[config.mk]
export PLATFORM = sky130hd
export DESIGN_NAME = cdb_arbiter
export DESIGN_NICKNAME = d
export VERILOG_FILES = /design/src/rtl/cdb_arbiter.sv
export SDC_FILE = /design/constraint.sdc
export NUM_CORES = 1
export LEC_CHECK = 0
export ABC_AREA = 1
export CORE_AREA = 2 2 89 91
export CTS_BUF_LIST = sky130_fd_sc_hd__clkbuf_16
export CTS_CLUSTER_SIZE = 14
export DETAILED_ROUTE_END_ITERATION = 6
export DIE_AREA = 0 0 91 93
export GPL_TIMING_DRIVEN = 0
export HOLD_SLACK_MARGIN = 0.12
export PLACE_DENSITY = 0.86
export RECOVER_POWER = 50
export SLEW_MARGIN = 20
export SYNTH_ARGS = -nofsm -noshare
export SYNTH_HDL_FRONTEND = slang
export SYNTH_SLANG_ARGS = --single-unit
[constraint.sdc]
create_clock -name clk -period 3.4 [get_ports clk]
set_input_delay 0.68 -clock clk [delete_from_list [all_inputs] [get_ports clk]]
set_output_delay 0.68 -clock clk [all_outputs]
set_load 0.005 [all_outputs]
[src/rtl/cdb_arbiter.sv]
// Common-data-bus arbiter: picks one completed functional-unit result per cycle and broadcasts it from a registered stage.
// Define CDB_RR_EN for round-robin arbitration; otherwise the lowest valid index wins.
module cdb_arbiter #(
    parameter int               NREQ     = 4,
    parameter int               TAG_W    = 6,
    parameter int               DATA_W   = 32,
    parameter logic [TAG_W-1:0] TAG_NONE = 6'b010000
) (
    input  logic                     clk,
    input  logic                     rst_n,
    input  logic [NREQ-1:0]          req_valid,
    input  logic [NREQ*TAG_W-1:0]    req_tag,
    input  logic [NREQ*DATA_W-1:0]   req_data,
    output logic [NREQ-1:0]          req_ready,
    input  logic                     cdb_stall,
    input  logic                     flush,
    output logic                     cdb_valid,
    output logic [TAG_W-1:0]         cdb_tag,
    output logic [DATA_W-1:0]        cdb_data
);

    // Handshake: requester i transfers on a rising edge where req_valid[i] && req_ready[i];
    // the result is on the bus the following cycle and stays there while cdb_stall is high.

    localparam int PTR_W = (NREQ > 1) ? $clog2(NREQ) : 1;

    logic              cdb_valid_q, cdb_valid_d;
    logic [TAG_W-1:0]  cdb_tag_q,   cdb_tag_d;
    logic [DATA_W-1:0] cdb_data_q,  cdb_data_d;

    logic              grant_found;
    logic [PTR_W-1:0]  grant_idx;
    logic              stage_free;
    logic              take;
    logic [TAG_W-1:0]  sel_tag;
    logic [DATA_W-1:0] sel_data;

`ifdef CDB_RR_EN
    logic [PTR_W-1:0] rr_ptr_q, rr_ptr_d;

    // Search starts at the pointer and wraps, so the last winner has lowest priority next time.
    always_comb begin
        int               idx;
        logic [PTR_W-1:0] idx_p;
        grant_found = 1'b0;
        grant_idx   = '0;
        idx         = 0;
        idx_p       = '0;
        for (int k = 0; k < NREQ; k++) begin
            idx   = (int'(rr_ptr_q) + k) % NREQ;
            idx_p = PTR_W'(idx);
            if (!grant_found && req_valid[idx_p]) begin
                grant_found = 1'b1;
                grant_idx   = idx_p;
            end
        end
    end

    always_comb begin
        rr_ptr_d = rr_ptr_q;
        if (take) begin
            rr_ptr_d = (grant_idx == PTR_W'(NREQ - 1)) ? '0 : grant_idx + PTR_W'(1);
        end
    end

    always_ff @(posedge clk or negedge rst_n) begin
        if (!rst_n) begin
            rr_ptr_q <= '0;
        end else begin
            rr_ptr_q <= rr_ptr_d;
        end
    end
`else
    always_comb begin
        logic [PTR_W-1:0] k_p;
        grant_found = 1'b0;
        grant_idx   = '0;
        k_p         = '0;
        for (int k = 0; k < NREQ; k++) begin
            k_p = PTR_W'(k);
            if (!grant_found && req_valid[k_p]) begin
                grant_found = 1'b1;
                grant_idx   = k_p;
            end
        end
    end
`endif

    assign stage_free = !cdb_valid_q || !cdb_stall;
    assign take       = grant_found && stage_free && !flush;
    assign sel_tag    = req_tag[int'(grant_idx)*TAG_W +: TAG_W];
    assign sel_data   = req_data[int'(grant_idx)*DATA_W +: DATA_W];

    always_comb begin
        req_ready = '0;
        if (take) begin
            req_ready[grant_idx] = 1'b1;
        end
    end

    // A granted TAG_NONE result is consumed but leaves the stage empty.
    always_comb begin
        cdb_valid_d = cdb_valid_q;
        cdb_tag_d   = cdb_tag_q;
        cdb_data_d  = cdb_data_q;
        if (flush || stage_free) begin
            if (take && (sel_tag != TAG_NONE)) begin
                cdb_valid_d = 1'b1;
                cdb_tag_d   = sel_tag;
                cdb_data_d  = sel_data;
            end else begin
                cdb_valid_d = 1'b0;
                cdb_tag_d   = TAG_NONE;
                cdb_data_d  = '0;
            end
        end
    end

    always_ff @(posedge clk or negedge rst_n) begin
        if (!rst_n) begin
            cdb_valid_q <= 1'b0;
            cdb_tag_q   <= TAG_NONE;
            cdb_data_q  <= '0;
        end else begin
            cdb_valid_q <= cdb_valid_d;
            cdb_tag_q   <= cdb_tag_d;
            cdb_data_q  <= cdb_data_d;
        end
    end

    assign cdb_valid = cdb_valid_q;
    assign cdb_tag   = cdb_tag_q;
    assign cdb_data  = cdb_data_q;

endmodule
==> results of run 1 <==
worst register-to-register path, cell delays in order, from the launching register on:
cell and delay [ns]:
dfrtp_1 0.40, a21oi_1 0.14, nand2_1 0.17, inv_1 0.11, clkbuf_1 0.41, buf_1 0.46, nand3_1 0.14, nand2_1 0.09
cell type report:
| type | instances | share of cell area |
|---|---|---|
| Sequential cell | 39 | 0.1931 |
| Timing Repair Buffer | 203 | 0.3991 |
| Buffer | 33 | 0.03215 |
| Clock buffer | 5 | 0.02473 |
| Clock inverter | 3 | 0.003215 |
| Inverter | 24 | 0.01780 |
| Tap cell | 102 | 0.02522 |
| Multi-Input combinational cell | 332 | 0.3046 |
repair_timing:
item                                    4_1_cts  5_1_grt
cloned                                        0        0
buffers inserted                              0        0
endpoints found under the setup margin        1        1
flip-flops by register name, summed over array words and instances, names as in the netlist:
| signal | count |
|---|---|
| cdb_valid | 1 |
| cdb_data | 32 |
| cdb_tag | 6 |
layer usage:
metal,share of wire,wire (um),vias up
li1,-,-,1855
met1,0.39,4595,1777
met2,0.50,5796,184
met3,0.087,1018,23
met4,0.025,292,0
met5,0,0,-
worst max path at each step:
stage	startpoint	end	cells after the start	slack, ns
floorplan	req_valid[1]	req_ready[0]	6	1.16
global placement	req_valid[1]	req_ready[0]	9	-0.09
detailed placement	req_valid[1]	req_ready[0]	9	-0.16
CTS	req_valid[1]	req_ready[0]	7	0.16
global route	req_valid[0]	req_ready[0]	6	0.09
finish	req_valid[1]	req_ready[0]	8	0.26
power by group:
group          total, W  leakage, nW  internal [W]  switching [W]
clock network  0.000445       0.0726      0.000268       0.000177
registers      0.000539        0.508      0.000512      0.0000274
logic          0.000553         1.69      0.000317       0.000236
total           0.00154         2.27       0.00110       0.000440
cells by family after synthesis:
family          synth area share
compound gates            0.2008
buf+inv                  0.09365
flops                     0.3516
simple gates              0.3539
placed cells by master, fill, tap and decap left out, drive strengths merged:
| cell type | instances |
|---|---|
| a22o | 2 |
| clkdlybuf4s50 | 180 |
| nor4 | 1 |
| a21oi | 1 |
| dlygate4sd3 | 21 |
| or2 | 1 |
| inv | 25 |
| o22ai | 32 |
| nand2 | 98 |
| buf | 12 |
| dfrtp | 38 |
| clkinv | 2 |
| o21ai | 67 |
| nor3 | 1 |
| nand3b | 5 |
| clkbuf | 28 |
| dfstp | 1 |
| nand3 | 52 |
| nor2 | 72 |
through the flow:
stage | setup WS (ns) | hold slack, ns | setup TNS, ns | cell area [sq um] | cells
floorplan | 1.163 | 0.3844 | 0 | 2779 | 430
global placement | -0.09296 | 0.4633 | -0.09296 | 4928 | 734
detailed placement | -0.1576 | 0.4644 | -0.1576 | 4951 | 735
CTS | 0.1583 | 0.3795 | 0 | 5089 | 742
global route | 0.09075 | 0.4884 | 0 | 5060 | 741
finish | 0.2598 | 0.4730 | 0 | 5060 | 741
==> impl_metrics.json, run 1 <==
{
  "cp-start-kind": "primary input",
  "ys_ff_latch": 39,
  "tritoncts": "done",
  "slowest_delay_ns": 0.50,
  "synth_cells": 430,
  "crit_required_ns": 2.72,
  "route.detailed.drc": 0,
  "reg2reg_to": "cdb_data[17]$_DFFE_PN0P_",
  "path_cells": "clkdlybuf4s50_1 > inv_1 > nor2_2 > inv_2 > nand2_2 > buf_4 > nor3_1 > clkdlybuf4s50_1",
  "min-delay-path-class": "flop to flop",
  "ff_latch_area_sq_um": 977.2,
  "synth_edf_count": 0,
  "crit_fanout": 19,
  "synth_cell_types": 25,
  "synth_top_area_frac": 0.3422,
  "synthTopCellsByArea": "dfrtp_1 34%, nand2_1 13%, o21ai_0 12%",
  "nets": 798,
  "via_per_inst": 5.181,
  "ctsHoldBuffers": 0,
  "numPortBuffers": 202,
  "final_antenna_net_count": 0,
  "use_met2": 0.4895,
  "hold_depth": 2,
  "avgRoutedWirePerCell_um": 15.79,
  "syn-cell-area_sq_um": 2779,
  "met1_usage": 0.2962,
  "rsz0062_at_grt": "false",
  "multi_input_area_sq_um": 1541,
  "fin_worst_skew_ns": 0.005573,
  "dieArea_sq_um": 8463,
  "ctsResizeCount": 0,
  "vias": 3839,
  "grt_usage": 0.2689,
  "synthFlopType": "dfrtp_1",
  "fillers": 679,
  "total_power_w": 0.001537,
  "leakagePower_nw": 2.272,
  "core_region_area_sq_um": 7527,
  "clock_sinks": 39,
  "io_pins": 203,
  "gp_congestion": 0.8161,
  "die_x_um": 91,
  "grt-ovfl-total": 0,
  "diodes": 0,
  "hold_end": "cdb_data[8]$_DFFE_PN0P_",
  "synthToLayoutAreaGrowth_pct": 82.08,
  "hold_violations": 0,
  "critical-path-top-delay-family": "buffers and inverters",
  "outcome": "completed",
  "cp.arrival_ns": 2.46,
  "grtUsageMet3": 0.07575,
  "powerDensity_nw_per_um2": 303.7,
  "cts_max_path_buffers": 2,
  "grt_max_degree": 21,
  "slew_headroom": 0.2508,
  "ctsHtreeMaxLevel": 2,
  "end_kind": "primary output",
  "reg2reg_from": "cdb_valid$_DFFE_PN0P_",
  "wl_mm": 11.70,
  "r2r_cells": 7,
  "ys_async_sr_fraction": 1.000,
  "r2r_setup_slack_ns": 1.42,
  "synth_common_cells": "97 x nand2_1, 68 x nor2_1, 66 x o21ai_0",
  "rows": 32,
  "yosysTopAreaCell": "dfrtp_1",
  "grt_pass1_vias": 3886,
  "dpl.hpwl_mm": 9.238,
  "cts_inserted_buffers": 5,
  "drv_slew": 0,
  "hp-start": "cdb_data[8]$_DFFE_PN0P_",
  "chipHeight_um": 93,
  "ys_seq_area_frac": 0.3516,
  "root_buffer": "clkbuf_16",
  "clock.fmax_mhz": 318.4,
  "crit_type": "primary input to primary output",
  "synth_nets": 590,
  "post-route-util": 0.6722,
  "cpMostUsedCell": "clkdlybuf4s50_1",
  "antenna_found_initial": 0,
  "cpMaxStageDelayCell": "clkdlybuf4s50_1",
  "vdd_drop_max_v": 0.0002385,
  "fin_crit_ns": 3.140,
  "grt_pass1_wl_mm": 18.24,
  "start_util": 0.3692,
  "cap_violations": 0,
  "clk_pin_slew_worst_paths_ns": 0.06,
  "dr.pass1.iters": 4,
  "syn_avg_cell_area_sq_um": 6.463,
  "drt-initial-drc-count": 116,
  "worst_pin_slew_ns": 1.124,
  "synth_most_common_cell": "nand2_1",
  "cp_num_buf_inv": 5,
  "clkLatencyLatePin_ns": 0.27,
  "drive_above_1_share": 0.04069,
  "min_period_over_period": 0.9236,
  "yosysWarnings": 0,
  "setup-violations-final": 0,
  "grt.busiest_layer": "met2"
}
Note: power is estimated with default switching activity, not from simulation.
==> inputs of run 2 (changes only) <==
--- a/config.mk
+++ b/config.mk
@@ -15,7 +15,6 @@
 export HOLD_SLACK_MARGIN = 0.12
 export PLACE_DENSITY = 0.86
 export RECOVER_POWER = 50
-export SLEW_MARGIN = 20
 export SYNTH_ARGS = -nofsm -noshare
 export SYNTH_HDL_FRONTEND = slang
 export SYNTH_SLANG_ARGS = --single-unit
==> run 2 against run 1 <==
Effect of this change: the flow now finishes with violations (capacitance limit, slew limit); fmax is 0.50% lower; highest routed layer unchanged; global-route usage is 0.63 points lower; worst setup slack worse by 0.016 ns; clock skew is 0.0016 ns higher; hold slack better by 0.0025 ns; final area is 0.15% lower; sequential share of layout area hardly changed; via count hardly changed; non-clock buffer count is 1 lower; flip-flop and latch count stayed put.
==> impl_metrics.json, run 2 (synthesis results as in run 1) <==
{
  "die_x_um": 91,
  "avgRoutedWirePerCell_um": 15.67,
  "use_met2": 0.4802,
  "dpl.hpwl_mm": 8.983,
  "cpMostUsedCell": "clkdlybuf4s50_1",
  "ctsHtreeMaxLevel": 2,
  "io_pins": 203,
  "cap_violations": 1,
  "critical-path-top-delay-family": "buffers and inverters",
  "dr.pass1.iters": 5,
  "diodes": 0,
  "grt_pass1_wl_mm": 17.74,
  "fin_crit_ns": 3.156,
  "grt_usage": 0.2627,
  "grt.busiest_layer": "met2",
  "route.detailed.drc": 0,
  "grt_max_degree": 40,
  "antenna_found_initial": 0,
  "clock.fmax_mhz": 316.9,
  "hold_violations": 0,
  "post-place-cells": 734,
  "layout_commonest_cell": "clkdlybuf4s50_1",
  "dieArea_sq_um": 8463,
  "cpMaxStageDelayCell": "clkdlybuf4s50_1",
  "fin_worst_skew_ns": 0.007169,
  "drive_above_1_share": 0.04075,
  "tritoncts": "done",
  "grtUsageMet3": 0.06930,
  "multi_input_area_sq_um": 1541,
  "outcome": "complete, but fails checks",
  "crit_type": "primary input to primary output",
  "clock_sinks": 39,
  "tns_ns": 0,
  "r2r_setup_slack_ns": 1.41,
  "post-cts-setup-buffer-count": 0,
  "synthToLayoutAreaGrowth_pct": 81.81,
  "drt-initial-drc-count": 140,
  "core_region_area_sq_um": 7527,
  "cp_num_buf_inv": 3,
  "end_kind": "primary output",
  "cts_max_path_buffers": 2,
  "gp_congestion": 0.8161,
  "setup-violations-final": 0,
  "nets": 797,
  "start_util": 0.3692,
  "ctsHoldBuffers": 0,
  "largest_register_ffs": 32,
  "chipHeight_um": 93,
  "failed_checks": "capacitance limit, slew limit",
  "slew_headroom": -0.3990,
  "via_per_inst": 5.185,
  "slowest_delay_ns": 0.56,
  "grt_pass1_vias": 3766,
  "ff_latch_area_sq_um": 977.2,
  "fillers": 636,
  "root_buffer": "clkbuf_16",
  "clkLatencyLatePin_ns": 0.28,
  "cp.arrival_ns": 2.48,
  "worst_pin_slew_ns": 2.098,
  "cts_inserted_buffers": 5,
  "crit_required_ns": 2.72,
  "ctsResizeCount": 0,
  "grt-ovfl-total": 0,
  "rsz0062_at_grt": "false",
  "vdd_drop_max_v": 0.0001938,
  "met1_usage": 0.2899,
  "min_period_over_period": 0.9282,
  "wl_mm": 11.59,
  "final_antenna_net_count": 0,
  "layout_common_cells": "180 x clkdlybuf4s50_1, 97 x nand2_1, 68 x nor2_1",
  "crit_fanout": 12,
  "leakagePower_nw": 2.274,
  "numPortBuffers": 202,
  "drv_slew": 40,
  "cp-start-kind": "primary input",
  "rows": 32,
  "min-delay-path-class": "flop to flop",
  "powerDensity_nw_per_um2": 301.9,
  "fin_cells": 740,
  "clk_pin_slew_worst_paths_ns": 0.05,
  "vias": 3837,
  "path_cells": "clkdlybuf4s50_1 > nor2_1 > o21ai_1 > inv_1 > nor3_1 > clkdlybuf4s50_1"
}
## run 2: power breakdown
| part | total (W) | internal (W) | switching, W | leakage (nW) |
|---|---|---|---|---|
| clock | 0.000434 | 0.000265 | 0.000170 | 0.0762 |
| sequential | 0.000540 | 0.000512 | 0.0000280 | 0.508 |
| combinational | 0.000551 | 0.000317 | 0.000234 | 1.69 |
| total | 0.00153 | 0.00109 | 0.000432 | 2.27 |
## run 2: path summary, 6_finish.rpt
| path | end | cells after the start | from |
|---|---|---|---|
| min | cdb_data[8]$_DFFE_PN0P_ | 2 | cdb_data[8]$_DFFE_PN0P_ |
| max reg2reg | cdb_data[19]$_DFFE_PN0P_ | 7 | cdb_valid$_DFFE_PN0P_ |
| max in group asynchronous | cdb_data[13]$_DFFE_PN0P_ | 1 | rst_n |
| max | req_ready[0] | 6 | req_valid[0] |
| min in group asynchronous | cdb_tag[2]$_DFFE_PN0P_ | 1 | rst_n |
| min reg2reg | cdb_data[8]$_DFFE_PN0P_ | 2 | cdb_data[8]$_DFFE_PN0P_ |
## run 2: area by class of cell
cell class                      count  area share
Buffer                             33     0.03219
Clock buffer                        5     0.02476
Clock inverter                      3    0.002476
Inverter                           24     0.01783
Multi-Input combinational cell    332      0.3051
Sequential cell                    39      0.1934
Tap cell                          102     0.02526
Timing Repair Buffer              202      0.3990
## run 2: worst min-delay path: stages (launching register included)
cell,delay (ns)
dfrtp_1,0.34
nand2_1,0.05
nand2_1,0.05
## run 2: through the flow
stage | instance area [sq um] | hold WS, ns | power [W] | setup slack (ns) | util
floorplan | 2779 | 0.3844 | 0.0007462 | 1.163 | -
global placement | 4928 | 0.4633 | 0.001095 | -0.09296 | 0.6548
detailed placement | 4923 | 0.4644 | 0.001109 | -0.1523 | 0.6541
CTS | 5057 | 0.4795 | 0.001552 | 0.1463 | 0.6719
global route | 5052 | 0.4919 | 0.001608 | 0.1165 | 0.6712
finish | 5052 | 0.4754 | 0.001525 | 0.2440 | 0.6712
## run 2: routing by layer
metal | share of wire | vias to the layer above
li1 | - | 1850
met1 | 0.39 | 1771
met2 | 0.49 | 190
met3 | 0.087 | 26
met4 | 0.027 | 0
met5 | 0 | -
